File: config.mk
export PLATFORM = sky130hd
export DESIGN_NAME = evtstamp_flat
export DESIGN_NICKNAME = d
export VERILOG_FILES = /design/src/rtl/evtstamp_if.sv /design/src/rtl/evtstamp.sv /design/src/flat_wrapper.sv
export SDC_FILE = /design/constraint.sdc
export NUM_CORES = 1
export LEC_CHECK = 0
export CAP_MARGIN = 20
export CORE_UTILIZATION = 54
export DETAILED_ROUTE_END_ITERATION = 7
export PLACE_DENSITY = 0.73
export SLEW_MARGIN = 25
export SYNTH_ARGS = -nofsm -noshare
export SYNTH_HDL_FRONTEND = slang
export SYNTH_SLANG_ARGS = --single-unit
File: constraint.sdc
create_clock -name sys_clk -period 4.6 [get_ports sys_clk]
set_input_delay 1.15 -clock sys_clk [delete_from_list [all_inputs] [get_ports sys_clk]]
set_output_delay 1.15 -clock sys_clk [all_outputs]
set_load 0.05 [all_outputs]
File: src/rtl/evtstamp_if.sv
// CSR bus bundle for evtstamp: the bench or host drives the master side, the block is the slave.
interface evtstamp_if;
  logic [13:0] csr_a;
  logic        csr_we;
  logic [31:0] csr_di;
  logic [31:0] csr_do;

  modport master (output csr_a, output csr_we, output csr_di, input csr_do);
  modport slave  (input csr_a, input csr_we, input csr_di, output csr_do);
endinterface

File: src/rtl/evtstamp.sv
// Multi-channel coarse event timestamper: synchronised edge detect, per-channel pending slot,
// fixed-priority arbiter into a FIFO drained through CSRs, level/overflow interrupt.
module evtstamp #(
  parameter logic [3:0] csr_addr        = 4'h2,
  parameter int         nchannels       = 4,
  parameter int         ts_width        = 24,
  parameter int         fifo_depth_log2 = 4
) (
  input  logic                 sys_clk,
  input  logic                 sys_rst,
  evtstamp_if.slave            csr,
  output logic                 irq,
  input  logic [nchannels-1:0] evt_in
);
  localparam int DEPTH = 1 << fifo_depth_log2;
  localparam int LW    = fifo_depth_log2 + 1;
  localparam int PW    = fifo_depth_log2;

  logic [nchannels-1:0] sync0_q, sync0_d, s1_q, s1_d, s2_q, s2_d;
  logic                 en_q, en_d;
  logic [7:0]           thr_q, thr_d;
  logic [nchannels-1:0] rise_en_q, rise_en_d, fall_en_q, fall_en_d;
  logic [ts_width-1:0]  cnt_q, cnt_d;
  logic                 ovf_q, ovf_d;
  logic [nchannels-1:0] pend_vld_q, pend_vld_d, pend_edge_q, pend_edge_d;
  logic [nchannels-1:0][ts_width-1:0] pend_ts_q, pend_ts_d;
  logic [DEPTH-1:0][31:0] mem_q, mem_d;
  logic [PW-1:0]        wr_ptr_q, wr_ptr_d, rd_ptr_q, rd_ptr_d;
  logic [LW-1:0]        level_q, level_d;
  logic [31:0]          csr_do_q, csr_do_d;
  logic                 irq_q, irq_d;

  logic                 sel, wr, clear, empty, pop, full_eff, push;
  logic [2:0]           word;
  logic [nchannels-1:0] rise, fall, det, grant;
  logic [31:0]          push_entry, rdata;
  logic                 unused_bits;

  assign unused_bits = ^{csr.csr_a[9:3], csr.csr_di};

  assign sel      = (csr.csr_a[13:10] == csr_addr);
  assign wr       = sel & csr.csr_we;
  assign word     = csr.csr_a[2:0];
  assign clear    = wr && (word == 3'd0) && csr.csr_di[1];
  assign empty    = (level_q == '0);
  assign pop      = wr && (word == 3'd5) && !empty;
  assign full_eff = (level_q == LW'(DEPTH)) && !pop;
  assign rise     = s1_q & ~s2_q & rise_en_q & {nchannels{en_q}};
  assign fall     = ~s1_q & s2_q & fall_en_q & {nchannels{en_q}};
  assign det      = rise | fall;

  // Fixed priority: lowest-numbered valid slot wins when there is room.
  always_comb begin
    grant      = '0;
    push_entry = '0;
    for (int i = nchannels - 1; i >= 0; i--) begin
      if (pend_vld_q[i] && !full_eff) begin
        grant      = '0;
        grant[i]   = 1'b1;
        push_entry = {pend_edge_q[i], 3'(i), 28'(pend_ts_q[i])};
      end
    end
  end
  assign push = |grant;

  always_comb begin
    sync0_d     = evt_in;
    s1_d        = sync0_q;
    s2_d        = s1_q;
    en_d        = en_q;
    thr_d       = thr_q;
    rise_en_d   = rise_en_q;
    fall_en_d   = fall_en_q;
    cnt_d       = en_q ? cnt_q + ts_width'(1) : cnt_q;
    ovf_d       = ovf_q;
    pend_vld_d  = pend_vld_q;
    pend_edge_d = pend_edge_q;
    pend_ts_d   = pend_ts_q;
    mem_d       = mem_q;
    wr_ptr_d    = wr_ptr_q;
    rd_ptr_d    = rd_ptr_q;
    level_d     = level_q + LW'(push) - LW'(pop);

    if (wr) begin
      case (word)
        3'd0: begin en_d = csr.csr_di[0]; thr_d = csr.csr_di[15:8]; end
        3'd1: rise_en_d = csr.csr_di[nchannels-1:0];
        3'd2: fall_en_d = csr.csr_di[nchannels-1:0];
        3'd3: if (csr.csr_di[16]) ovf_d = 1'b0;
        default: ;
      endcase
    end

    // A drop outranks a same-cycle overflow-clear write so the loss stays visible.
    for (int i = 0; i < nchannels; i++) begin
      if (grant[i]) pend_vld_d[i] = 1'b0;
      if (det[i]) begin
        if (pend_vld_q[i] && !grant[i]) begin
          ovf_d = 1'b1;
        end else begin
          pend_vld_d[i]  = 1'b1;
          pend_edge_d[i] = rise[i];
          pend_ts_d[i]   = cnt_q;
        end
      end
    end

    if (push) begin
      mem_d[wr_ptr_q] = push_entry;
      wr_ptr_d        = wr_ptr_q + PW'(1);
    end
    if (pop) rd_ptr_d = rd_ptr_q + PW'(1);

    if (clear) begin
      cnt_d      = '0;
      ovf_d      = 1'b0;
      pend_vld_d = '0;
      wr_ptr_d   = '0;
      rd_ptr_d   = '0;
      level_d    = '0;
    end
  end

  always_comb begin
    rdata = '0;
    case (word)
      3'd0: rdata = {16'b0, thr_q, 7'b0, en_q};
      3'd1: rdata = 32'(rise_en_q);
      3'd2: rdata = 32'(fall_en_q);
      3'd3: rdata = {14'b0, empty, ovf_q, 16'(level_q)};
      3'd4: rdata = 32'(cnt_q);
      3'd5: rdata = empty ? 32'b0 : mem_q[rd_ptr_q];
      default: rdata = '0;
    endcase
    csr_do_d = sel ? rdata : 32'b0;
    irq_d    = ovf_q | ((thr_q != 8'd0) && (16'(level_q) >= 16'(thr_q)));
  end

  always_ff @(posedge sys_clk) begin
    if (sys_rst) begin
      sync0_q     <= '0;
      s1_q        <= '0;
      s2_q        <= '0;
      en_q        <= 1'b0;
      thr_q       <= '0;
      rise_en_q   <= '0;
      fall_en_q   <= '0;
      cnt_q       <= '0;
      ovf_q       <= 1'b0;
      pend_vld_q  <= '0;
      pend_edge_q <= '0;
      pend_ts_q   <= '0;
      wr_ptr_q    <= '0;
      rd_ptr_q    <= '0;
      level_q     <= '0;
      csr_do_q    <= '0;
      irq_q       <= 1'b0;
    end else begin
      sync0_q     <= sync0_d;
      s1_q        <= s1_d;
      s2_q        <= s2_d;
      en_q        <= en_d;
      thr_q       <= thr_d;
      rise_en_q   <= rise_en_d;
      fall_en_q   <= fall_en_d;
      cnt_q       <= cnt_d;
      ovf_q       <= ovf_d;
      pend_vld_q  <= pend_vld_d;
      pend_edge_q <= pend_edge_d;
      pend_ts_q   <= pend_ts_d;
      wr_ptr_q    <= wr_ptr_d;
      rd_ptr_q    <= rd_ptr_d;
      level_q     <= level_d;
      csr_do_q    <= csr_do_d;
      irq_q       <= irq_d;
    end
  end

  // Storage needs no reset: the pointers and level define what is valid.
  always_ff @(posedge sys_clk) mem_q <= mem_d;

  assign csr.csr_do = csr_do_q;
  assign irq        = irq_q;
endmodule

File: src/flat_wrapper.sv
// flat-port wrapper written by rule: the top's interface ports become plain ports
module evtstamp_flat 
#(
  parameter logic [3:0] csr_addr        = 4'h2,
  parameter int         nchannels       = 4,
  parameter int         ts_width        = 24,
  parameter int         fifo_depth_log2 = 4
)
  (sys_clk, sys_rst, irq, evt_in, csr_csr_a, csr_csr_we, csr_csr_di, csr_csr_do);
  evtstamp_if csr_i ();
  input  logic sys_clk;
  input  logic sys_rst;
  output logic irq;
  input  logic [nchannels-1:0] evt_in;
  input wire logic [$bits(csr_i.csr_a)-1:0] csr_csr_a;
  input wire logic [$bits(csr_i.csr_we)-1:0] csr_csr_we;
  input wire logic [$bits(csr_i.csr_di)-1:0] csr_csr_di;
  output wire logic [$bits(csr_i.csr_do)-1:0] csr_csr_do;
  assign csr_i.csr_a = csr_csr_a;
  assign csr_i.csr_we = csr_csr_we;
  assign csr_i.csr_di = csr_csr_di;
  assign csr_csr_do = csr_i.csr_do;
  evtstamp #(.csr_addr(csr_addr), .nchannels(nchannels), .ts_width(ts_width), .fifo_depth_log2(fifo_depth_log2)) u_core (.sys_clk(sys_clk), .sys_rst(sys_rst), .csr(csr_i), .irq(irq), .evt_in(evt_in));
endmodule
==> out/results.ini <==
[outcome]
status = finished clean

[global_routing]
grt_antenna_before_repair = 1
grt_pass1_vias = 15352
overflow = 0
grt_usage_pct = 26.4
grt_first_pass_wirelength_um = 92800
grt_max_degree = 85

[final_layout]
nNetsFinal = 1926
diodes = 0
final_common_cell = edfxtp_1
drive_gt1_share_pct = 17.4
area.growth.synth_to_final_pct = 14.8
multiInputGateArea_mm2 = 0.00775
seqCellArea_mm2 = 0.0170
finalInstanceArea_mm2 = 0.0289
layout_common_cells = edfxtp_1 (432), nand2_1 (300), dfxtp_1 (194)
fill_cells = 3226

[placement]
dp_hpwl_um = 36300
numPortBuffers = 54
placed_cell_area_mm2 = 0.0269
routabilityCongestion = 0.903

[yosys]
synth-edff-count = 432
syn_inst = 1768
async_reset_ff_share_pct = 0
yosys_warnings = 0
ys_types = 64
ys.flop_type = edfxtp_1
syn_area_per_cell_um2 = 14.2
seq_area_frac_synth_pct = 67.3
synth_area_mm2 = 0.0252
ys_ff_latch = 631

[cts]
htreeDepth = 2
cts_root_buf = clkbuf_16
post_cts_buffers = 0
cts_tree = done
clk_pin_slew_ns = 0.06
ctsHoldBuffers = 0
cts.sinks = 631
clk_latency_ns = 0.63
clk_path_buf_depth = 3
cts_inserted_buffers = 61
cts_resized = 0

[route]
via_per_inst = 6.10
first_pass_iters = 5
routedWlPerCell_um = 24.5
dr.first_iter.drc_count = 1675
via_count = 15284
ant_nets = 0
drc = 0
postRouteWirelength_um = 61400

[setup_path]
crit_family = simple AND/OR/NAND/NOR gates
crit_path_cell_trace = clkdlybuf4s50_1 -> or4b_4 -> o31a_1 -> nor2_2 -> nand2_1 -> nor2_4 -> buf_12
cp_slowest_stage_delay_ns = 0.60
worstPathArrival_ns = 4.00
critPathCaptureType = flip-flop
crit_buf_inv = 2
critPathKind = in2reg
cp_data_required_time_ns = 4.93
worst_setup_path_start_kind = primary input
cp_max_fo = 14
crit_slowest_cell = or4b_4

[timing]
fmax_ghz = 0.273
tns_ns = 0
report.final.slew_viol_count = 0
hold_viol_final = 0
timing.slew.headroom_pct = 38.1
tightest_slew_ns = 0.928
period_share_pct = 79.7
fin_crit_ns = 3.67
fin_worst_skew_ns = 0.0137
setup_viol = 0
rsz0062_at_grt = no

[die]
core-area_mm2 = 0.0457
initial_utilization_pct = 55.1
dieWidth_um = 218
die_h_um = 218
rows = 78
ios = 86
die-area_mm2 = 0.0475

[flow_run]
max-cap-violations = 0

[power_and_ir_drop]
p_leak_uw = 0.0105
powerDensity_mw_per_mm2 = 385
irDropWorstVdd_mv = 0.383

[min_path]
min-delay-path-class = reg2reg

layout make-up:
class	count	share of cell area (%)
clock buffers	79	5.69
clock inverters	35	1.32
inverters	24	0.312
multi-input cells	999	26.8
flip-flops and latches	631	58.7
well taps	600	2.60
repair buffers	138	4.55
worst paths after layout:
path	from	end	slack [ns]	cells after the start
worst max-delay path	csr_csr_a[10]	u_core.mem_q[327]$_DFFE_PP_	0.93	7
worst min-delay path	u_core.pend_ts_q[0]$_SDFFE_PP0P_	u_core.pend_ts_q[0]$_SDFFE_PP0P_	0.45	2
worst max register to register	u_core.level_q[3]$_SDFF_PP0_	u_core.level_q[4]$_SDFF_PP0_	1.60	12
worst min register to register	u_core.pend_ts_q[0]$_SDFFE_PP0P_	u_core.pend_ts_q[0]$_SDFFE_PP0P_	0.45	2
cells by family (layout without fill, tap and decap cells):
logic type | count (synthesis) | after routing | share of synthesized area, %
AO/OA/AOI/OAI | 219 | 219 | 5.22
other | 1 | 5 | 0.0149
multiplexers | 221 | 221 | 14.2
XOR/XNOR | 33 | 33 | 1.15
AND/OR/NAND/NOR | 503 | 503 | 8.60
adder cells (fa/ha/maj) | 18 | 18 | 0.924
flip-flops | 631 | 631 | 67.3
buffers and inverters | 142 | 276 | 2.52
worst register-to-register path: cells and delay by family (launching register included):
family / cells / cell delay (ns)
xor gates and xnor gates: 1 / 0.13
AOI/OAI and AO/OA: 2 / 0.61
adders and majority gates: 3 / 0.89
buffers and inverters: 1 / 0.11
and+or+nand+nor: 5 / 0.75
DFF: 1 / 0.38
flip-flops by register name (all words and copies together) (netlist names), 5 cells and up:
signal / flops
u_core.mem_q: 432
u_core.pend_ts_q: 96
u_core.csr.csr_do: 27
u_core.cnt_q: 24
u_core.thr_q: 8
u_core.level_q: 5
layer usage:
| metal | global-route usage (%) | share of wire [%] |
|---|---|---|
| met1 | 35.3 | 40 |
| met3 | 4.91 | 8.2 |
| met2 | 43.3 | 49 |
| met5 | 0 | 0 |
| met4 | 9.93 | 3.2 |
power by group:
part / leakage [uW] / total (uW) / switching, uW / internal (uW)
combinational: 0.00324 / 90.6 / 58.4 / 32.3
sequential: 0.00629 / 5990 / 2.52 / 5990
clock: 0.000984 / 5040 / 2130 / 2920
total: 0.0105 / 11100 / 2190 / 8940
cells in the mapped netlist (all sizes together) (2+ instances only):
cell type	number	area share, %
a211oi	6	0.18
a21o	3	0.089
a21oi	102	2.0
a22oi	28	0.83
a2bb2oi	3	0.10
a31oi	6	0.15
a32o	3	0.12
a32oi	3	0.10
and2	5	0.12
and3	4	0.099
and4	2	0.070
buf	49	1.1
clkbuf	69	1.0
dfxtp	199	16
edfxtp	432	52
ha	17	0.84
inv	24	0.36
mux2	8	0.36
mux2i	104	4.1
mux4	109	9.7
nand2	300	4.5
nand2b	3	0.075
nand3	12	0.31
nand3b	8	0.24
nand4	8	0.20
nor2	110	1.7
nor2b	16	0.40
nor3	14	0.28
nor4	11	0.33
nor4b	2	0.070
o21ai	43	0.88
o22ai	9	0.22
o31ai	3	0.14
o41ai	2	0.070
or3	2	0.050
xnor2	23	0.80
xor2	10	0.35
through the flow:
step | total power (uW) | hold WS (ns) | instances | worst slack [ns] | utilization, %
2_1_floorplan | 6170 | 0.414 | 1772 | 0.0780 | -
3_3_place_gp | 6200 | 0.430 | 2392 | 0.387 | 58.8
3_5_place_dp | 6200 | 0.433 | 2392 | 0.328 | 58.8
4_1_cts | 11200 | 0.456 | 2506 | 0.992 | 63.3
5_1_grt | 11400 | 0.462 | 2506 | 0.887 | 63.3
6_report | 11100 | 0.454 | 2506 | 0.934 | 63.3
(Power assumes the default switching activity.)
